===== src/rtl/d_fifo_drain.sv =====
// Output drain stage for the D0/D1 destination FIFOs: round-robin pops, one word in
// flight, valid/ready output tagged with source, per-source counters and sticky error.
module d_fifo_drain #(
  parameter int BW = 6,
  parameter int CW = 8
) (
  input  logic          clk,
  input  logic          reset,
  input  logic          enable,
  input  logic          D0_empty,
  input  logic          D1_empty,
  input  logic          D0_error_output,
  input  logic          D1_error_output,
  input  logic [BW-1:0] D0_data_out,
  input  logic [BW-1:0] D1_data_out,
  output logic          D0_rd,
  output logic          D1_rd,
  output logic [BW-1:0] data_out,
  output logic          valid_out,
  input  logic          out_ready,
  output logic          src_out,
  output logic [CW-1:0] count0,
  output logic [CW-1:0] count1,
  output logic          error_seen
);

  typedef enum logic [1:0] {IDLE, POP, WAIT, OUT} state_t;

  state_t state, state_next;
  logic   sel, sel_next;
  logic   rr_ptr;
  logic   elig0, elig1, any_elig;
  logic   accept;

  // When both sources are eligible the pointer decides; otherwise the lone
  // eligible source wins (the none-eligible result is never used).
  function automatic logic pick(input logic ptr, input logic e0, input logic e1);
    if (e0 && e1) return ptr;
    return e1;
  endfunction

  assign elig0    = enable & ~D0_empty & ~D0_error_output;
  assign elig1    = enable & ~D1_empty & ~D1_error_output;
  assign any_elig = elig0 | elig1;
  assign accept   = (state == OUT) && out_ready;

  always_comb begin
    state_next = state;
    sel_next   = sel;
    D0_rd      = 1'b0;
    D1_rd      = 1'b0;
    case (state)
      IDLE: begin
        if (any_elig) begin
          sel_next   = pick(rr_ptr, elig0, elig1);
          state_next = POP;
        end
      end
      POP: begin
        D0_rd      = ~sel;
        D1_rd      = sel;
        state_next = WAIT;
      end
      WAIT: state_next = OUT;
      OUT: begin
        // The pointer flips to ~sel on acceptance, so reselect against that value.
        if (out_ready) begin
          if (any_elig) begin
            sel_next   = pick(~sel, elig0, elig1);
            state_next = POP;
          end else begin
            state_next = IDLE;
          end
        end
      end
      default: state_next = IDLE;
    endcase
  end

  always_ff @(posedge clk or posedge reset) begin
    if (reset) begin
      state <= IDLE;
      sel   <= 1'b0;
    end else begin
      state <= state_next;
      sel   <= sel_next;
    end
  end

  always_ff @(posedge clk or posedge reset) begin
    if (reset) begin
      data_out  <= '0;
      src_out   <= 1'b0;
      valid_out <= 1'b0;
      rr_ptr    <= 1'b0;
      count0    <= '0;
      count1    <= '0;
    end else begin
      if (state == WAIT) begin
        data_out  <= sel ? D1_data_out : D0_data_out;
        src_out   <= sel;
        valid_out <= 1'b1;
      end
      if (accept) begin
        valid_out <= 1'b0;
        rr_ptr    <= ~sel;
        if (sel) count1 <= count1 + CW'(1);
        else     count0 <= count0 + CW'(1);
      end
    end
  end

  always_ff @(posedge clk or posedge reset) begin
    if (reset) error_seen <= 1'b0;
    else if (D0_error_output || D1_error_output) error_seen <= 1'b1;
  end

endmodule


===== config.mk =====
export PLATFORM = sky130hd
export DESIGN_NAME = d_fifo_drain
export DESIGN_NICKNAME = d
export VERILOG_FILES = /design/src/rtl/d_fifo_drain.sv
export SDC_FILE = /design/constraint.sdc
export NUM_CORES = 1
export LEC_CHECK = 0
export ABC_AREA = 1
export CORE_AREA = 5 5 46 87
export DETAILED_ROUTE_END_ITERATION = 7
export DIE_AREA = 0 0 51 92
export PLACE_DENSITY = 0.81
export SYNTH_ARGS = -nofsm -noshare
export SYNTH_HDL_FRONTEND = slang
export SYNTH_SLANG_ARGS = --single-unit

===== constraint.sdc =====
create_clock -name clk -period 3.35 [get_ports clk]
set_clock_uncertainty 0.15 [all_clocks]
set_input_delay 0.67 -clock clk [delete_from_list [all_inputs] [get_ports clk]]
set_output_delay 0.67 -clock clk [all_outputs]
set_load 0.01 [all_outputs]

==> impl_metrics.json <==
{
  "clkSinkCount": 29,
  "comb_power_share": 0.412,
  "post_cts_buffers": 0,
  "p_clk_frac": 0.196,
  "crit_arrival_ns": 1.67,
  "whs_path_depth": 2,
  "fin_tns_setup_ns": 0,
  "drt-wirelength-per-cell_um": 12.4,
  "wirelength_mm": 3.29,
  "maxCapViolCount": 0,
  "firstDrtPassIters": 5,
  "dp_hpwl_mm": 2.55,
  "area_growth_pct": 38.1,
  "tightest_slew_ns": 0.530,
  "timing.hold.ws_ns": 0.313,
  "critPathLaunchType": "register",
  "io_pins": 47,
  "synth_top_cell_area_share": 0.470,
  "p_sw_frac": 0.371,
  "finalHoldViolCount": 0,
  "power_switching_w": 0.000545,
  "path_class": "register to output pin",
  "cts_tree": "yes",
  "cts_buffers": 5,
  "initialDrtViolationCount": 9,
  "grt_pass1_wl_mm": 5.46,
  "grt_use_met3": 0.0406,
  "place.gp.congestion": 0.728,
  "ff2ff_path_depth": 8,
  "initial_core_util": 0.478,
  "antenna_found_initial": 0,
  "cts_resized": 0,
  "setup_viol": 0,
  "h-tree-depth": 2,
  "cts_buffer_depth": 2,
  "cp.required_ns": 2.53,
  "die_h_um": 92,
  "dpl.cell_count": 258,
  "synthesis.area_mm2": 0.00154,
  "status": "finished, final reports clean",
  "slew_headroom": 0.647,
  "intPower_w": 0.000926,
  "die_area_mm2": 0.00469,
  "core_mm2": 0.00323,
  "fin_util": 0.660,
  "grt_pass1_vias": 1238,
  "ys_seq_elements": 29,
  "hold_buffers": 0,
  "hold_start": "error_seen$_DFFE_PP0P_",
  "max_freq_ghz": 0.401,
  "rsz0062_at_grt": "false",
  "p_per_area_mw_per_mm2": 690,
  "layout_common_cells": "nand2_1, clkdlybuf4s50_1, dfrtp_1",
  "clkLatencyLatePin_ns": 0.28,
  "yosysSeqAreaShare": 0.470,
  "peakVddDrop_mv": 0.418,
  "vias_per_cell": 4.89,
  "num-fill-cells": 260,
  "path_clk_slew_ns": 0.06,
  "nets": 261,
  "cp_max_fo": 12,
  "period_share": 0.744,
  "crit_path_end_kind": "output pin",
  "vias": 1295,
  "hold_path_class": "register to register",
  "grt_busiest_layer": "met2",
  "final_common_cell": "nand2_1",
  "grtUsageMet2": 0.283,
  "root_buffer": "clkbuf_8",
  "synthCells": 181,
  "fp.dieW_um": 51,
  "gr-total-overflow": 0,
  "synth_warnings": 0,
  "synth_top_cell_by_area": "dfrtp_1",
  "seqPwrFrac": 0.393,
  "synthTopCellsByArea": "dfrtp_1, nand2_1, inv_1, ha_1, o21ai_0",
  "setup.worst_path.start": "sel$_DFFE_PP0P_",
  "gr-usage-met1": 0.155,
  "portBuffers": 46,
  "p_leak_nw": 1.09,
  "syn_avg_cell_area_um2": 8.52,
  "fp-row-count": 29,
  "drive_above_1_share": 0.0812,
  "ant_nets": 0,
  "fin_cells": 265,
  "drc": 0,
  "antenna_cells": 0,
  "synth_fp_nets": 208,
  "grt_max_degree": 30,
  "drv_slew": 0,
  "synth_cell_types": 25,
  "r2r_start": "state[0]$_DFFE_PP0P_",
  "fin_crit_ns": 2.49,
  "gr-usage-all-layers": 0.156
}
[power groups by stage]
stage          registers, W  logic [W]  clock network, W
2_1_floorplan      0.000595   0.000310                 0
3_3_place_gp       0.000579   0.000603                 0
3_5_place_dp       0.000583   0.000613                 0
4_1_cts            0.000577   0.000616          0.000295
5_1_grt            0.000599   0.000669          0.000312
6_report           0.000578   0.000606          0.000288
[worst paths after layout]
check,endpoint,slack (ns)
min in group asynchronous,count1[2]$_DFFE_PP0P_,0.61
worst max-delay path,D1_rd,0.86
worst min-delay path,error_seen$_DFFE_PP0P_,0.31
max in group asynchronous,data_out[5]$_DFFE_PP0P_,2.17
worst min register to register,error_seen$_DFFE_PP0P_,0.31
worst max register to register,count1[7]$_DFFE_PP0P_,1.69
[synthesized netlist by cell type, drive strengths merged]
| library cell | number |
|---|---|
| xor2 | 6 |
| o211ai | 1 |
| xnor2 | 3 |
| o21bai | 1 |
| o21a | 1 |
| inv | 28 |
| a21oi | 1 |
| dfrtp | 29 |
| nor2 | 18 |
| nand4 | 5 |
| o21ai | 17 |
| nand3b | 1 |
| nand2 | 53 |
| ha | 7 |
| buf | 1 |
| nand3 | 9 |
[metal layers]
| metal | vias to the layer above | wire [um] |
|---|---|---|
| met1 | 592 | 1290 |
| li1 | 668 | - |
| met4 | 0 | 82 |
| met3 | 5 | 124 |
| met5 | - | 0 |
| met2 | 30 | 1790 |
[kinds of logic after synthesis]
| logic type | synth area share |
|---|---|
| flops | 0.470 |
| buf+inv | 0.0730 |
| simple gates | 0.276 |
| compound gates | 0.0730 |
| xor+xnor | 0.0511 |
| fa+ha+maj | 0.0568 |
[state kept, by name, summed over array words and instances (netlist names)]
signal and flops:
error_seen 1, sel 1, valid_out 1, rr_ptr 1, data_out 6, src_out 1, count1 8, count0 8
state 2
[final cells by class]
| class | count | area [um2] | share of cell area |
|---|---|---|---|
| clock buffers | 7 | 86.3 | 0.0405 |
| inverters | 28 | 108 | 0.0505 |
| multi-input cells | 123 | 704 | 0.331 |
| flip-flops and latches | 29 | 726 | 0.341 |
| well taps | 31 | 38.8 | 0.0182 |
| repair buffers | 47 | 468 | 0.220 |
[critical path, stage by stage (launching register included)]
cell and delay [ns]:
dfrtp_1 0.67, nand2_1 0.11, inv_1 0.08, clkdlybuf4s50_1 0.53
[metrics by stage]
step / power (W) / setup slack (ns) / instance area, um2
2_1_floorplan: 0.000905 / 1.68 / 1540
3_3_place_gp: 0.00118 / 1.20 / 2040
3_5_place_dp: 0.00120 / 1.14 / 2040
4_1_cts: 0.00149 / 0.835 / 2130
5_1_grt: 0.00158 / 0.765 / 2130
6_report: 0.00147 / 0.858 / 2130
Power figures use the tool's default switching activity.
